--- config.mk ---
export PLATFORM = sky130hd
export DESIGN_NAME = sipo_deserializer
export DESIGN_NICKNAME = d
export VERILOG_FILES = /design/src/rtl/sipo_pkg.sv /design/src/rtl/sipo_deserializer_shift_core.sv /design/src/rtl/sipo_deserializer.sv
export SDC_FILE = /design/constraint.sdc
export NUM_CORES = 1
export LEC_CHECK = 0
export BUFFER_PORTS_ARGS = -buffer_cell sky130_fd_sc_hd__buf_4
export CAP_MARGIN = 20
export CORE_MARGIN = 5
export CORE_UTILIZATION = 40
export DETAILED_ROUTE_END_ITERATION = 6
export HOLD_SLACK_MARGIN = 0.06
export PLACE_DENSITY = 0.65
export RECOVER_POWER = 100
export SLEW_MARGIN = 20
export SYNTH_ARGS = -nofsm -noshare
export SYNTH_HDL_FRONTEND = slang
export SYNTH_HIERARCHICAL = 1
export SYNTH_SLANG_ARGS = --single-unit
--- constraint.sdc ---
create_clock -name clk -period 3.4 [get_ports clk]
set_input_delay 0.34 -clock clk [delete_from_list [all_inputs] [get_ports clk]]
set_output_delay 0.34 -clock clk [all_outputs]
set_load 0.01 [all_outputs]
--- src/rtl/sipo_pkg.sv ---
// Shared definitions for the SIPO deserializer: holding-register state encoding
// and the bit counter width helper.
package sipo_pkg;

   typedef enum logic {
      HOLD_EMPTY = 1'b0,
      HOLD_FULL  = 1'b1
   } hold_state_t;

   function automatic int cnt_width(input int w);
      return (w < 2) ? 1 : $clog2(w);
   endfunction

endpackage

--- src/rtl/sipo_deserializer_shift_core.sv ---
// Serial shift register and bit counter with frame realignment; flags each
// completed word and presents it combinationally on word.
module sipo_shift_core
   import sipo_pkg::*;
#(
   parameter int WIDTH     = 8,
   parameter bit MSB_FIRST = 1'b1
) (
   input  logic                          clk,
   input  logic                          rst,
   input  logic                          serial_in,
   input  logic                          serial_en,
   input  logic                          frame_start,
   output logic [WIDTH-1:0]              shift_q,
   output logic [cnt_width(WIDTH)-1:0]   bit_cnt,
   output logic                          word_done,
   output logic [WIDTH-1:0]              word
);

   localparam int            CW   = cnt_width(WIDTH);
   localparam logic [CW-1:0] LAST = CW'(WIDTH - 1);

   logic [WIDTH-1:0] shifted;
   logic [WIDTH-1:0] first_bit;
   logic [WIDTH-1:0] shift_nxt;
   logic [CW-1:0]    cnt_nxt;

   // The insert position depends on bit order; a frame-start bit sits alone there.
   always_comb begin
      shifted   = '0;
      first_bit = '0;
      if (MSB_FIRST) begin
         shifted   = {shift_q[WIDTH-2:0], serial_in};
         first_bit = {{(WIDTH-1){1'b0}}, serial_in};
      end else begin
         shifted   = {serial_in, shift_q[WIDTH-1:1]};
         first_bit = {serial_in, {(WIDTH-1){1'b0}}};
      end
   end

   always_comb begin
      shift_nxt = shift_q;
      cnt_nxt   = bit_cnt;
      word_done = 1'b0;
      if (frame_start) begin
         if (serial_en) begin
            shift_nxt = first_bit;
            cnt_nxt   = CW'(1);
         end else begin
            shift_nxt = '0;
            cnt_nxt   = '0;
         end
      end else if (serial_en) begin
         shift_nxt = shifted;
         if (bit_cnt == LAST) begin
            cnt_nxt   = '0;
            word_done = 1'b1;
         end else begin
            cnt_nxt = bit_cnt + CW'(1);
         end
      end
   end

   assign word = shift_nxt;

   always_ff @(posedge clk) begin
      if (rst) begin
         shift_q <= '0;
         bit_cnt <= '0;
      end else begin
         shift_q <= shift_nxt;
         bit_cnt <= cnt_nxt;
      end
   end

endmodule

--- src/rtl/sipo_deserializer.sv ---
// Parametrised serial-in/parallel-out deserializer with a one-word valid/ready
// holding register and a sticky overrun flag.
module sipo_deserializer
   import sipo_pkg::*;
#(
   parameter int WIDTH     = 8,
   parameter bit MSB_FIRST = 1'b1
) (
   input  logic                          clk,
   input  logic                          rst,
   input  logic                          serial_in,
   input  logic                          serial_en,
   input  logic                          frame_start,
   input  logic                          out_ready,
   input  logic                          overrun_clr,
   output logic [WIDTH-1:0]              out_data,
   output logic                          out_valid,
   output logic [WIDTH-1:0]              shift_q,
   output logic [cnt_width(WIDTH)-1:0]   bit_cnt,
   output logic                          overrun
);

   hold_state_t      hold_q;
   hold_state_t      hold_nxt;
   logic             word_done;
   logic [WIDTH-1:0] word;
   logic             set_overrun;

   sipo_shift_core #(
      .WIDTH     (WIDTH),
      .MSB_FIRST (MSB_FIRST)
   ) u_core (
      .clk         (clk),
      .rst         (rst),
      .serial_in   (serial_in),
      .serial_en   (serial_en),
      .frame_start (frame_start),
      .shift_q     (shift_q),
      .bit_cnt     (bit_cnt),
      .word_done   (word_done),
      .word        (word)
   );

   // A completion while full overwrites the held word; it only counts as an
   // overrun when the consumer is not taking the old word on the same edge.
   always_comb begin
      hold_nxt    = hold_q;
      set_overrun = 1'b0;
      case (hold_q)
         HOLD_EMPTY: begin
            if (word_done) hold_nxt = HOLD_FULL;
         end
         HOLD_FULL: begin
            if (word_done) begin
               set_overrun = ~out_ready;
            end else if (out_ready) begin
               hold_nxt = HOLD_EMPTY;
            end
         end
         default: hold_nxt = HOLD_EMPTY;
      endcase
   end

   always_ff @(posedge clk) begin
      if (rst) begin
         hold_q   <= HOLD_EMPTY;
         out_data <= '0;
         overrun  <= 1'b0;
      end else begin
         hold_q <= hold_nxt;
         if (word_done) out_data <= word;
         if (set_overrun)      overrun <= 1'b1;
         else if (overrun_clr) overrun <= 1'b0;
      end
   end

   assign out_valid = (hold_q == HOLD_FULL);

endmodule

==> flow_summary.json, run 1 <==
{
  "status": "completed",
  "cts_tree": "yes",
  "first_iter_violations": 7,
  "postCtsSetupBuffers": 0,
  "setup_tns_ps": 0,
  "ys.warnings.count": 6,
  "cts.sink_count": 21,
  "post_drt_wl_per_cell_um": 12.6,
  "crit_top_cell": "ha_1",
  "grt_start_max_net_pins": 16,
  "vias": 646,
  "antenna_left": 0,
  "place.gp.congestion": 0.722,
  "hold_viol_final": 0,
  "dieHeight_um": 56.3,
  "max_stage_delay_ps": 500,
  "vdd_drop_max_uv": 213,
  "firstDrtPassIters": 4,
  "final_cell_area_sq_um": 987,
  "final_cell_mix": "24 x nor2_1, 22 x clkbuf_1, 21 x dfxtp_1",
  "grt_pass1_wl_mm": 3.05,
  "cp-end-kind": "flop",
  "path_class": "flop to flop",
  "nets": 120,
  "fp.coreArea_sq_um": 2000,
  "slowest_stage": "and3b_1",
  "rows": 16,
  "ys_types": 22,
  "setup_violations": 0,
  "first_global_vias": 639,
  "drc": 0,
  "syn_nets": 94,
  "antenna_found_initial": 0,
  "min_path_type": "input pin to flop",
  "root_buffer": "clkbuf_4",
  "layout-drive-gt1-share_pct": 9.09,
  "p_per_area_nw_per_um2": 396,
  "vias_per_cell": 4.72,
  "skew_ps": 5.81,
  "start_util_pct": 42.8,
  "clockBufferDepth": 2,
  "cts_hold_buf": 0,
  "placed_area_sq_um": 1050,
  "rsz0062_at_grt": "no",
  "drt_wl_total_mm": 1.72,
  "syn_area_sq_um": 857,
  "fp.dieW_um": 56.3,
  "worstPathMaxFanout": 9,
  "crit_path_start_kind": "flop",
  "crit_required_ps": 3620,
  "cp.arrival_ps": 1840,
  "grtUsageMet1_pct": 17.0,
  "grt_use_met3_pct": 3.44,
  "dp_hpwl_mm": 1.27,
  "synth-seq-area-share_pct": 49.1,
  "diodes": 0,
  "grt.overflow.total": 0,
  "setup_ws_ps": 1770,
  "busiest_layer": "met2",
  "power.leakage_nw": 0.391,
  "dp_slack_ps": 1790,
  "htreeDepth": 1,
  "fmax_mhz": 615,
  "clock_latency_ps": 300,
  "synth_top_family_by_area": "multiplexers",
  "clk_pin_slew_worst_paths_ps": 120,
  "layout_commonest_cell": "nor2_1",
  "ios": 28,
  "synth_compound_area_share_pct": 4.96,
  "ctsResizeCount": 0,
  "synth-simple-area-share_pct": 17.2,
  "numCtsBuffers": 3,
  "crit_path_cell_trace": "ha_1 > ha_1 > and3b_1 > inv_1 > o31ai_1",
  "die_area_sq_um": 3170,
  "synthCells": 85,
  "maxSlewHeadroom_pct": 57.3,
  "portBuffers": 27,
  "syn_to_final_growth_pct": 15.2,
  "finalCritPeriodShare_pct": 47.8,
  "grtUsageMet2_pct": 17.4,
  "grt_usage_pct": 12.2,
  "min_period_ps": 1630,
  "ys_ff_latch": 21,
  "maxSlewViolCount": 0,
  "synthAdderAreaFrac_pct": 2.92,
  "muxShareOfSynthArea_pct": 19.9,
  "max_cap_viol_count": 0,
  "worst_pin_slew_ps": 640,
  "syn_area_per_cell_sq_um": 10.1,
  "synthXorXnorAreaFrac_pct": 0
}
critical path, delay by kind of cell, from the launching register on:
kind	cells	cell delay [ps]
and+or+nand+nor	1	500
adders and majority gates	2	310
buffers and inverters	1	120
DFF	1	380
AOI/OAI and AO/OA	1	240
area by class of cell:
class	instances	area (sq um)
clock inverters	1	5.00
well taps	27	33.8
inverters	2	7.51
fillers	222	1010
multi-input cells	56	378
flip-flops and latches	21	420
clock buffers	3	22.5
repair buffers	27	120
report_power, final:
part           total (mW)  switching (mW)  internal [mW]
clock               0.117          0.0730         0.0438
sequential          0.250         0.00162          0.248
combinational      0.0245          0.0142         0.0103
total               0.391          0.0888          0.302
through the flow:
| stage | hold WS (ps) | cells | total power, mW | utilization [%] |
|---|---|---|---|---|
| 3_5_place_dp | 497 | 133 | 0.282 | 52.4 |
| 3_3_place_gp | 486 | 133 | 0.282 | 52.4 |
| 4_1_cts | 283 | 137 | 0.400 | 53.8 |
| 6_report | 307 | 137 | 0.391 | 49.3 |
| 5_1_grt | 307 | 137 | 0.411 | 49.3 |
| 2_1_floorplan | 402 | 85 | 0.273 | - |
Yosys cell counts:
cell type / instances / share of area (%)
o31ai_2: 1 / 1.5
nor2_1: 24 / 11
buf_6: 2 / 2.6
or3b_4: 1 / 1.3
a31o_1: 1 / 1.0
nor4b_1: 1 / 1.0
inv_2: 1 / 0.44
a21oi_1: 1 / 0.58
a21oi_2: 1 / 1.0
and3b_1: 1 / 1.0
clkbuf_1: 1 / 0.44
inv_1: 1 / 0.44
ha_1: 2 / 2.9
nand2_1: 2 / 0.88
dfxtp_1: 21 / 49
or3b_1: 1 / 1.0
o21bai_1: 1 / 0.88
buf_2: 2 / 1.2
nand2b_1: 1 / 0.73
mux2i_1: 17 / 20
or2_1: 1 / 0.73
buf_4: 1 / 0.88
kinds of logic (layout without fill, tap and decap cells):
family / after synthesis / after routing
adder cells (fa/ha/maj): 2 / 2
flip-flops: 21 / 21
AO/OA/AOI/OAI: 5 / 5
AND/OR/NAND/NOR: 32 / 32
buffers and inverters: 8 / 33
multiplexers: 17 / 17
state kept, by name, summed over array words and instances (netlist names):
register	flops
out_data	8
u_core/shift_q	8
out_valid	1
overrun	1
u_core/bit_cnt	3
per-layer routing:
| metal | share of wire [%] | wire length (um) |
|---|---|---|
| met1 | 49 | 852 |
| met2 | 44 | 762 |
| met3 | 5.3 | 92 |
| met4 | 0.87 | 15 |
| met5 | 0 | 0 |
worst paths after layout:
path / from / to / slack (ps) / depth (start not counted)
hold / removal: overrun_clr / overrun / 310 / 3
hold reg to reg: out_valid / overrun / 510 / 2
setup / recovery: u_core/bit_cnt[0] / overrun / 1770 / 5
setup reg to reg: u_core/bit_cnt[0] / overrun / 1770 / 5
No activity file was read; power rests on OpenSTA's default activity.
==> run 2: changes to the inputs <==
ABC_AREA = 1   (was unset)
PLACE_DENSITY = unset   (was 0.65)
clock period = 1.7 ns   (was 3.4 ns; I/O delays follow)
==> run 2 against run 1 <==
  * Core utilization down 1.3 points
  * Non-clock buffer count up 1
  * Count of clock-buffer cells in the layout unchanged
  * Largest cell class unchanged
  * Via count up 25%
  * Largest power group unchanged
  * Sequential share of layout area down 3.0 points
  * Sequential cell count unchanged
  * Wire length up 13%
  * Worst hold slack worse by 170 ps
  * Die area up 6.1%
  * Maximum frequency up 22%
==> flow_summary.json, run 2 <==
{
  "cp-end-kind": "flop",
  "ios": 28,
  "switching_power_uw": 188,
  "multi_input_area_sq_um": 392,
  "root_buffer": "clkbuf_4",
  "synth-seq-area-share_pct": 45.7,
  "nets": 162,
  "cts.sink_count": 21,
  "setup_tns_ps": 0,
  "ys_types": 14,
  "portBuffers": 27,
  "crit_path_start_kind": "flop",
  "reg.largest.list": "out_data (8), u_core/shift_q (8), u_core/bit_cnt (3)",
  "htreeDepth": 1,
  "final_cells": 180,
  "cts_tree": "yes",
  "min_period_ps": 1340,
  "worstPathMaxFanout": 10,
  "start_util_pct": 41.6,
  "synth_top_area_share_pct": 45.7,
  "vias": 810,
  "yosys-top-cells-count": "56 x nand2_1, 21 x dfxtp_1, 12 x inv_1, 12 x nor2_1, 9 x a21oi_2",
  "vias_per_cell": 4.50,
  "worst_pin_slew_ps": 321,
  "firstDrtPassIters": 4,
  "max_cap_viol_count": 0,
  "first_iter_violations": 7,
  "clk_pin_slew_worst_paths_ps": 120,
  "syn_area_per_cell_sq_um": 7.37,
  "p_per_area_nw_per_um2": 742,
  "fill_cells": 262,
  "slowest_stage": "dfxtp_1",
  "syn_area_sq_um": 921,
  "post_drt_wl_per_cell_um": 10.8,
  "grt.overflow.total": 0,
  "power.leakage_nw": 0.496,
  "maxSlewHeadroom_pct": 78.6,
  "r2r_slack_ps": 360,
  "swShare_pct": 23.8,
  "diodes": 0,
  "p_int_uw": 601,
  "synth_area_leaders": "dfxtp_1 46%, nand2_1 23%, a21oi_2 8.6%, inv_1 4.9%, nor2_1 4.9%",
  "final_cell_area_sq_um": 1060,
  "drc": 0,
  "p_seq_share_pct": 63.3,
  "antenna_left": 0,
  "finalCritPeriodShare_pct": 78.6,
  "hold_viol_final": 0,
  "power_uw": 789,
  "async_flop_share_pct": 0,
  "postCtsSetupBuffers": 0,
  "layout_commonest_cell": "nand2_1",
  "syn_to_final_growth_pct": 15.4,
  "syn_nets": 134,
  "ys.warnings.count": 6,
  "fmax_mhz": 749,
  "drt_wl_total_mm": 1.95,
  "pwr-share-clk_pct": 30.2,
  "synth-main-ff-cell": "dfxtp_1",
  "placed_area_sq_um": 1120,
  "dieHeight_um": 58.0,
  "ys_ff_latch": 21,
  "synth.most_common_cell": "nand2_1",
  "ctsResizeCount": 0,
  "first_global_vias": 806,
  "die_area_sq_um": 3360,
  "rows": 17,
  "antenna_found_initial": 0,
  "skew_ps": 8.67,
  "path_class": "flop to flop",
  "cts_hold_buf": 0,
  "grt_usage_pct": 12.9,
  "max_stage_delay_ps": 400,
  "comb_power_share_pct": 6.5,
  "layout-drive-gt1-share_pct": 13.2,
  "crit_path_cell_trace": "ha_1 > ha_1 > nand2_1 > nor2_1 > buf_4 > inv_8 > nand2_1 > a21oi_1",
  "vdd_drop_max_uv": 407,
  "place.gp.congestion": 0.755,
  "fp.coreArea_sq_um": 2210,
  "crit_required_ps": 1890,
  "setup_violations": 0,
  "min_path_type": "input pin to flop",
  "synth-edff-count": 0,
  "final_cell_mix": "56 x nand2_1, 21 x dfxtp_1, 21 x clkbuf_1",
  "synthCells": 125,
  "cp.arrival_ps": 1530,
  "rsz0062_at_grt": "no",
  "maxSlewViolCount": 0,
  "grt_start_max_net_pins": 22,
  "dp.cells": 176,
  "yosysTopAreaCell": "dfxtp_1",
  "status": "completed",
  "numCtsBuffers": 3,
  "final-seq-area_sq_um": 420,
  "clock_latency_ps": 300,
  "grt_pass1_wl_mm": 3.48,
  "dp_hpwl_mm": 1.46,
  "clockBufferDepth": 2,
  "fp.dieW_um": 58.0
}
==> run 2: cell count changes in the layout (fill, tap and decap cells not counted), moves of 2 or more <==
cell     previous run  this run
a21oi_1             1         6
or3b_1              2         0
inv_1               2        12
nand2_1             2        56
buf_4               5         7
nor2_1             24        12
nand3_1             0         2
mux2i_1            17         0
a21oi_2             1         7
==> run 2: path summary, 6_finish.rpt <==
path,cells past startpoint,to,start
min,4,overrun,out_ready
max reg2reg,8,out_data[6],u_core/bit_cnt[0]
min reg2reg,2,out_data[4],out_data[4]
max,8,out_data[6],u_core/bit_cnt[0]
==> run 2: cells by family after synthesis <==
group / synth area share [%]
compound gates: 10.7
fa+ha+maj: 2.72
buf+inv: 11.0
flops: 45.7
simple gates: 29.9
==> run 2: power groups by stage <==
stage | Combinational (mW) | Sequential [mW] | Clock, mW
floorplan | 0.0331 | 0.512 | 0
global placement | 0.0545 | 0.510 | 0
detailed placement | 0.0553 | 0.511 | 0
CTS | 0.0554 | 0.500 | 0.252
global route | 0.0587 | 0.501 | 0.276
finish | 0.0512 | 0.499 | 0.238
==> run 2: stage by stage <==
stage / setup slack, ps / hold slack (ps) / util [%]
2_1_floorplan: 420 / 313 / -
3_3_place_gp: 415 / 442 / 50.7
3_5_place_dp: 349 / 449 / 50.7
4_1_cts: 340 / 126 / 51.9
5_1_grt: 177 / 127 / 48.0
6_report: 364 / 134 / 48.0
==> run 2: metal layers <==
metal | wire (um) | global-route usage (%) | up-vias
met5 | 0 | 0 | -
met3 | 98 | 2.67 | 2
met1 | 966 | 16.3 | 358
met2 | 872 | 21.8 | 18
met4 | 11 | 3.97 | 0
li1 | - | - | 432
==> run 2: cell type report <==
| class | instances | area share, % |
|---|---|---|
| inverters | 13 | 5.30 |
| clock inverters | 1 | 0.471 |
| well taps | 28 | 3.30 |
| repair buffers | 28 | 12.4 |
| clock buffers | 3 | 2.12 |
| multi-input cells | 86 | 36.9 |
| flip-flops and latches | 21 | 39.6 |
==> run 2: critical path: cells and delay by family, from the launching register on <==
kind | cells | cell delay [ps]
AOI/OAI and AO/OA | 1 | 60
adders and majority gates | 2 | 330
buffers and inverters | 2 | 250
DFF | 1 | 400
and+or+nand+nor | 3 | 190
==> run 3: changes to the inputs <==
clock period = 1.3 ns   (was 1.7 ns; I/O delays follow)
==> run 3 against run 2 <==
  * Non-clock buffer count is 3 higher
  * Sequential power is 31% higher
  * Combinational power is 55% higher
  * First-iteration DRC count is 29% higher
  * Design area is 16% higher
  * Clock power is 32% higher
  * Worst hold slack worse by 54 ps
  * Setup slack worse by 290 ps
  * Critical endpoint is now out_data[3]
  * Critical path depth stayed put
  * Global-route usage is 0.064 points lower
==> flow_summary.json, run 3 (synthesis results as in run 2) <==
{
  "crit_path_start_kind": "flop",
  "grt_usage_pct": 12.8,
  "rsz0062_at_grt": "yes",
  "drc": 0,
  "place.gp.congestion": 0.764,
  "clock_latency_ps": 300,
  "maxSlewHeadroom_pct": 78.0,
  "htreeDepth": 1,
  "final_cells": 183,
  "dieHeight_um": 58.0,
  "numCtsBuffers": 3,
  "firstDrtPassIters": 4,
  "worst_pin_slew_ps": 329,
  "start_util_pct": 41.6,
  "antenna_left": 0,
  "path_class": "flop to flop",
  "dp.cells": 178,
  "vdd_drop_max_uv": 644,
  "whs_ps": 80.1,
  "drt_wl_total_mm": 2.01,
  "min_path_type": "input pin to flop",
  "setup_tns_ps": 0,
  "layout-drive-gt1-share_pct": 38.1,
  "cts_tree": "yes",
  "post_drt_wl_per_cell_um": 11.0,
  "portBuffers": 27,
  "status": "completed",
  "antenna_found_initial": 0,
  "fmax_mhz": 816,
  "clockBufferDepth": 2,
  "worstPathMaxFanout": 9,
  "grt.overflow.total": 0,
  "skew_ps": 1.71,
  "cp-end-kind": "flop",
  "final_cell_mix": "48 x nand2_1, 30 x buf_4, 19 x dfxtp_1",
  "fp.coreArea_sq_um": 2210,
  "crit_path_cell_trace": "ha_4 > ha_4 > nand2_4 > nor2_4 > buf_6 > inv_8 > nand2_1 > a21oi_2",
  "power.leakage_nw": 0.609,
  "cts.sink_count": 21,
  "power_mw": 1.05,
  "layout_commonest_cell": "nand2_1",
  "first_iter_violations": 9,
  "syn_to_final_growth_pct": 34.1,
  "utilization_pct": 55.8,
  "die_area_sq_um": 3360,
  "min_period_ps": 1230,
  "cp.arrival_ps": 1420,
  "dp_hpwl_mm": 1.46,
  "vias_per_cell": 4.46,
  "vias": 817,
  "grt_pass1_wl_mm": 3.48,
  "ios": 28,
  "first_global_vias": 768,
  "setup_violations": 0,
  "finalCritPeriodShare_pct": 94.3,
  "slowest_stage": "dfxtp_2",
  "fp.dieW_um": 58.0,
  "root_buffer": "clkbuf_4",
  "max_stage_delay_ps": 370,
  "maxSlewViolCount": 0,
  "nets": 165,
  "grt_start_max_net_pins": 22,
  "max_cap_viol_count": 0,
  "postCtsSetupBuffers": 0,
  "cts_hold_buf": 0,
  "crit_required_ps": 1500,
  "rows": 17,
  "hold_viol_final": 0,
  "p_per_area_nw_per_um2": 848,
  "clk_pin_slew_worst_paths_ps": 120,
  "reg.largest.list": "out_data (8), u_core/shift_q (8), u_core/bit_cnt (3)",
  "diodes": 0,
  "crit_top_cell": "ha_4"
}
## run 3: cell types whose count changed in the layout (fill, tap and decap cells not counted), moves of 2 or more
cell | before | now
nand2_1 | 56 | 48
ha_4 | 0 | 2
dfxtp_2 | 0 | 2
buf_4 | 7 | 30
a21oi_1 | 6 | 4
clkbuf_1 | 21 | 0
nand2_2 | 0 | 7
ha_1 | 2 | 0
dfxtp_1 | 21 | 19
a21oi_2 | 7 | 9
## run 3: repair_timing
| item | CTS | global route |
|---|---|---|
| resized for setup | 0 | 19 |
| endpoints found under the setup margin | 0 | 10 |
| endpoints found under the hold margin | 0 | 0 |
## run 3: path summary, 6_finish.rpt
path	from	to	slack (ps)	depth (start not counted)
setup / recovery	u_core/bit_cnt[1]	out_data[3]	70	8
hold / removal	overrun_clr	overrun	80	4
setup reg to reg	u_core/bit_cnt[1]	out_data[3]	70	8
hold reg to reg	out_data[7]	out_data[7]	470	2
## run 3: through the flow
stage / cell area, sq um / setup slack (ps)
2_1_floorplan: 921 / 20.0
3_3_place_gp: 1140 / 57.7
3_5_place_dp: 1140 / 38.0
4_1_cts: 1160 / 13.2
5_1_grt: 1230 / -2.16
6_report: 1230 / 74.0
## run 3: worst max-delay path, delay by kind of cell, from the launching register on
kind | cells | cell delay (ps)
flops | 1 | 370
fa+ha+maj | 2 | 270
compound gates | 1 | 40
simple gates | 3 | 230
buf+inv | 2 | 190
## run 3: layout make-up
type	count	area, sq um
clock inverter	1	5.00
sequential	21	423
tap	28	35.0
inverter	13	56.3
fill	231	977
timing repair buffer	31	236
clock buffer	3	22.5
multi-input combinational	86	457
## run 3: routing by layer
| layer | track usage, % | vias up | routed length [um] |
|---|---|---|---|
| li1 | - | 441 | - |
| met1 | 16.3 | 350 | 932 |
| met2 | 21.3 | 24 | 932 |
| met3 | 2.45 | 2 | 137 |
| met4 | 4.97 | 0 | 10 |
| met5 | 0 | - | 0 |
## run 3: power by group
part | switching [mW] | total [mW] | internal [mW]
clock | 0.200 | 0.314 | 0.115
sequential | 0.00445 | 0.654 | 0.649
combinational | 0.0483 | 0.0795 | 0.0312
